## src/rtl/pc_sequencer.sv

```systemverilog
// pc_sequencer: program-counter sequencing FSM.
// Each cycle it chooses the next fetch address. The priority is reset, then
// halt, then jump, then branch, then stall, then sequential increment.
// All outputs are registered. A request sampled at edge N shows up on
// pc_next/pc_en after that edge, so the PC register captures it at edge N+1.
module pc_sequencer #(
    parameter logic [15:0] RESET_VEC = 16'h0000,
    parameter logic [15:0] INC       = 16'h0001
) (
    input  logic        clk,
    input  logic        rst,
    input  logic        start,
    input  logic        stall,
    input  logic        halt,
    input  logic        br_taken,
    input  logic [15:0] br_offset,
    input  logic        jmp,
    input  logic [15:0] jmp_addr,
    output logic [15:0] pc_next,
    output logic        pc_en,
    output logic        flush,
    output logic [1:0]  state
);

    typedef enum logic [1:0] {
        IDLE  = 2'b00,
        RUN   = 2'b01,
        STALL = 2'b10,
        HALT  = 2'b11
    } state_t;

    state_t st;

    assign state = st;

    // Single-process FSM. pc_next doubles as the address accumulator, so
    // branches are taken relative to the address most recently presented.
    always_ff @(posedge clk) begin
        if (rst) begin
            st      <= IDLE;
            pc_next <= RESET_VEC;
            pc_en   <= 1'b0;
            flush   <= 1'b0;
        end else begin
            case (st)
                IDLE: begin
                    flush <= 1'b0;
                    if (start) begin
                        st      <= RUN;
                        pc_next <= RESET_VEC;
                        pc_en   <= 1'b1;
                    end else begin
                        pc_en <= 1'b0;
                    end
                end
                RUN, STALL: begin
                    if (halt) begin
                        st    <= HALT;
                        pc_en <= 1'b0;
                        flush <= 1'b0;
                    end else if (jmp) begin
                        st      <= RUN;
                        pc_next <= jmp_addr;
                        pc_en   <= 1'b1;
                        flush   <= 1'b1;
                    end else if (br_taken) begin
                        st      <= RUN;
                        pc_next <= pc_next + br_offset;
                        pc_en   <= 1'b1;
                        flush   <= 1'b1;
                    end else if (stall) begin
                        st    <= STALL;
                        pc_en <= 1'b0;
                        flush <= 1'b0;
                    end else begin
                        st      <= RUN;
                        pc_next <= pc_next + INC;
                        pc_en   <= 1'b1;
                        flush   <= 1'b0;
                    end
                end
                default: begin
                    // HALT is absorbing; only rst leaves it.
                    pc_en <= 1'b0;
                    flush <= 1'b0;
                end
            endcase
        end
    end

endmodule

```

## config.mk

```make
export PLATFORM = sky130hd
export DESIGN_NAME = pc_sequencer
export DESIGN_NICKNAME = d
export VERILOG_FILES = /design/src/rtl/pc_sequencer.sv
export SDC_FILE = /design/constraint.sdc
export NUM_CORES = 1
export LEC_CHECK = 0
export ABC_CLOCK_PERIOD_IN_PS = 3400
export CAP_MARGIN = 20
export CELL_PAD_IN_SITES_DETAIL_PLACEMENT = 0
export CELL_PAD_IN_SITES_GLOBAL_PLACEMENT = 1
export CORE_ASPECT_RATIO = 2
export CORE_MARGIN = 5
export CORE_UTILIZATION = 33
export DETAILED_ROUTE_END_ITERATION = 8
export PLACE_DENSITY = 0.89
export SLEW_MARGIN = 10
export SYNTH_ARGS = -nofsm -noshare
export SYNTH_HDL_FRONTEND = slang
export SYNTH_SLANG_ARGS = --single-unit
```

## constraint.sdc

```tcl
create_clock -name clk -period 3.4 [get_ports clk]
set_input_delay 1.02 -clock clk [delete_from_list [all_inputs] [get_ports clk]]
set_output_delay 1.02 -clock clk [all_outputs]
set_load 0.005 [all_outputs]
```

==> results <==
- For this run, the detailed router's first-pass iteration total came to 4.
- The number of slew-limit violations in the final report is 0.
- Hold repair after CTS inserted 0 buffers.
- The CTS root buffer is sky130_fd_sc_hd__clkbuf_8.
- Clock tree synthesis inserted a total of 3 buffers.
- The placed instances occupy a cell area of 2577 um2.
- The area growth from synthesis to layout is 46.32%.
- In this run the count of I/O pins placed on the die edge is 59.
- The number of inserted diodes is 0.
- The classification of the worst-slack hold path is register to register.
- The post-synthesis cell count is 226.
- The final-report hold violation count is 0.
- The average vias per placed instance is 5.583.
- The effective utilization at floorplan is 33.58%.
- The initial antenna violation count is 0.
- The share of synthesized area occupied by flip-flops and latches is 22.19%.
- Summed over all instances, the cell type with the most area after synthesis is sky130_fd_sc_hd__dfxtp_1.
- The post-CTS clock slew at the launch and capture registers of the worst setup and hold paths is 0.08 ns.
- The die covers 7136 um2.
- The core region area is 5373 um2.
- Power comes to 0.7290 mW.
- Data on the critical path is required at its endpoint by 3.60 ns.
- After global routing the overflow that remains totals 0.
- For the final routed database, the setup TNS stands at 0 ns.
- The worst setup path is captured at a register.
- The worst hold endpoint is pc_next[13]$_SDFFE_PP0P_.
- The die is 62.29 um wide.
- The synthesized flop and latch total is 20.
- For this block, the initial DRC count from the detailed router was 64.
- Entering global routing, the biggest net connects 23 pins.
- Of all nets on the critical path, the largest fanout is 17.
- The most used flip-flop cell after synthesis is sky130_fd_sc_hd__dfxtp_1.
- The proportion of synthesized flip-flops having asynchronous set or reset is 0%.
- The post-layout minimum cycle time is 3.276 ns.
- The flow ran to the end, and the final reports show no timing, DRC or antenna violations.
- The total setup violations reported at the end of the flow is 0.
- Measured against its own limit, the worst slew margin works out to 42.01%.
- The number of DRC violations after detailed routing is 0.
- The distinct cell type count of the synthesized netlist is 50.
- The average routed wire per standard cell is 16.03 um.
- The number of sinks driven by the clock tree is 20.
- The first global-routing pass estimated 9294 um of wire.
- The final critical-path share of the clock period is 96.35%.
- The post-route non-filler standard cell count is 360.
- The aggregate global-route resource usage is 15.70%.
- A synthesized cell averages 7.983 um2.
- Detailed placement finished with a half-perimeter wire length of 4656 um.
- The clock tree from TritonCTS is built.
- The startpoint identified for the worst hold timing path is pc_next[13]$_SDFFE_PP0P_.
- The highest achievable clock rate is 0.3053 GHz.
- The ratio of cells with drive above 1 in the final layout is 14.67%.
- Counting tap cells, the placed design contains a total of 356 instances.
- The total via count in the routed design is 2010.
- The commonest cells after synthesis are 20 x sky130_fd_sc_hd__dfxtp_1, 18 x sky130_fd_sc_hd__nor2_1, 17 x sky130_fd_sc_hd__ha_1, 17 x sky130_fd_sc_hd__nand2_1, 16 x sky130_fd_sc_hd__a21oi_1.
- The finished cells cover 2640 um2.
- The transition at the pin with the smallest max-transition slack is 0.8672 ns.
- The worst setup skew after layout is 0.004579 ns.
- After the last flow step, the layout net total stands at 358.
- The worst-case IR drop observed on VDD is 0.0002223 V.
- The worst reg-to-reg path cell count is 7.
- For this design the ratio of total power to cell area is 276.2 nW/um2.
- Across all register-to-register paths, the minimum setup slack is 1.30 ns.
- The number of setup buffers added after CTS is 0.
- In this run, post-CTS repair resized a total of 0 instances.
- The hold-critical path depth is 2.
- The synthesized design contains 0 enable-type register cells.
- The maximum number of buffers from clock root to sink is 2.
- The die is 114.6 um tall.
- After synthesis, the cell types taking the most area are sky130_fd_sc_hd__dfxtp_1 22%, sky130_fd_sc_hd__ha_1 12%, sky130_fd_sc_hd__a21o_1 4.6%.
- Input and output buffers added on the ports amount to 58.
- The number of global-route vias before repair is 2047.
- During synthesis, Yosys emitted a total of 0 warnings.
- The worst setup path is launched from a primary input.
- The source-to-sink clock delay at the later pin of the worst-skew pair is 0.26 ns.
- The total length of routed wires is 5770 um.
- The number of levels the H-tree was split into is 1.
- Row generation in the floorplan step produced 38 rows.
- The worst register-to-register path ends at pc_next[14]$_SDFFE_PP0P_.
- Setup repair after global routing could not meet its margin everywhere.
- The net count after synthesis is 283.
- sky130_fd_sc_hd__dfxtp_1 is the most common cell in the netlist.
- The cell leakage power is 1.122 nW.
- Across the run, the number of max-cap violations was 0.
- The final RePlAce weighted congestion is 0.8763.
- The critical path is of the primary input to register type.
- The area share of the largest cell type after synthesis is 22.19%.
- At the worst endpoint, the arrival time is 3.48 ns.
- The summed instance area of the synthesized netlist is 1804 um2.
- The worst reg2reg path startpoint is state[0]$_SDFFE_PP0P_.
- The remaining antenna violation count after routing is 0.
==> layout by cell type, fill, tap and decap left out, types with 3 or more instances in the layout <==
| cell type | instances |
|---|---|
| sky130_fd_sc_hd__nand3_1 | 11 |
| sky130_fd_sc_hd__o22ai_1 | 4 |
| sky130_fd_sc_hd__o21ai_0 | 9 |
| sky130_fd_sc_hd__a21o_1 | 11 |
| sky130_fd_sc_hd__and2_1 | 11 |
| sky130_fd_sc_hd__clkdlybuf4s50_1 | 58 |
| sky130_fd_sc_hd__nor3_1 | 7 |
| sky130_fd_sc_hd__a21oi_1 | 14 |
| sky130_fd_sc_hd__xnor2_1 | 6 |
| sky130_fd_sc_hd__ha_1 | 17 |
| sky130_fd_sc_hd__nor2_1 | 18 |
| sky130_fd_sc_hd__dfxtp_1 | 20 |
| sky130_fd_sc_hd__xor2_1 | 3 |
| sky130_fd_sc_hd__and2_2 | 5 |
| sky130_fd_sc_hd__a22oi_1 | 11 |
| sky130_fd_sc_hd__buf_4 | 22 |
| sky130_fd_sc_hd__inv_1 | 8 |
| sky130_fd_sc_hd__a222oi_1 | 3 |
| sky130_fd_sc_hd__o21bai_1 | 5 |
| sky130_fd_sc_hd__clkbuf_8 | 4 |
| sky130_fd_sc_hd__nand2_1 | 17 |
==> where the power goes <==
group / switching (mW) / internal [mW]
registers: 0.0119 / 0.248
clock network: 0.0882 / 0.103
logic: 0.131 / 0.147
total: 0.231 / 0.498
==> metrics by stage <==
| stage | hold slack, ns | utilization (%) | setup WS, ns |
|---|---|---|---|
| CTS | 0.5437 | 49.00 | 0.07381 |
| global route | 0.5674 | 49.14 | -0.006133 |
| finish | 0.5518 | 49.14 | 0.1240 |
| global placement | 0.5228 | 47.97 | -0.1240 |
| floorplan | 0.4992 | - | 0.4858 |
| detailed placement | 0.5321 | 47.97 | -0.1902 |
==> worst max-delay path by stage <==
stage                                           to  slack [ns]     start  cells after the start
after floorplan           pc_next[15]$_SDFFE_PP0P_        0.49  br_taken                     10
after CTS                 pc_next[15]$_SDFFE_PP0P_        0.07  br_taken                     10
final                     pc_next[15]$_SDFFE_PP0P_        0.12  br_taken                     10
after global placement    pc_next[15]$_SDFFE_PP0P_       -0.12  br_taken                     10
after global routing      pc_next[15]$_SDFFE_PP0P_      -0.006  br_taken                     10
after detailed placement  pc_next[10]$_SDFFE_PP0P_       -0.19  br_taken                     10
==> worst max-delay path, stage by stage <==
cell and delay, ns:
sky130_fd_sc_hd__clkdlybuf4s50_1 0.43, sky130_fd_sc_hd__buf_4 0.21, sky130_fd_sc_hd__and2_2 0.19, sky130_fd_sc_hd__ha_1 0.36, sky130_fd_sc_hd__nand3_1 0.18, sky130_fd_sc_hd__a211oi_2 0.30
sky130_fd_sc_hd__o21ai_1 0.15, sky130_fd_sc_hd__a21o_1 0.21, sky130_fd_sc_hd__a2111o_1 0.35, sky130_fd_sc_hd__nand3_1 0.07
==> logic make-up (layout without fill, tap and decap cells) <==
kind of cell | after synthesis | after routing | share of synthesized area, %
compound gates | 76 | 76 | 29.68
xor+xnor | 9 | 9 | 4.369
fa+ha+maj | 18 | 18 | 12.90
buf+inv | 18 | 92 | 4.300
flops | 20 | 20 | 22.19
mux | 3 | 3 | 1.803
simple gates | 82 | 82 | 24.76
==> state kept, by name (all words and copies together) (netlist names) <==
name / cells
pc_next: 16
state: 2
flush: 1
pc_en: 1
==> area by class of cell <==
type / count / area [um2]
Sequential cell: 20 / 400.4
Tap cell: 60 / 75.07
Clock buffer: 4 / 55.05
Multi-Input combinational cell: 188 / 1334
Fill cell: 554 / 2733
Inverter: 8 / 30.03
Timing Repair Buffer: 80 / 745.7
==> layer usage <==
metal  part of all wire (%)  global-route usage, %  wire length (um)  up-vias
met2                     57                  30.54              3270       63
met4                    2.1                  7.224               121        0
li1                       -                      -                 -      984
met5                      0                      0                 0        -
met1                     36                  16.10              2098      952
met3                    4.9                  1.965               280       11
Power figures use the tool's default switching activity.
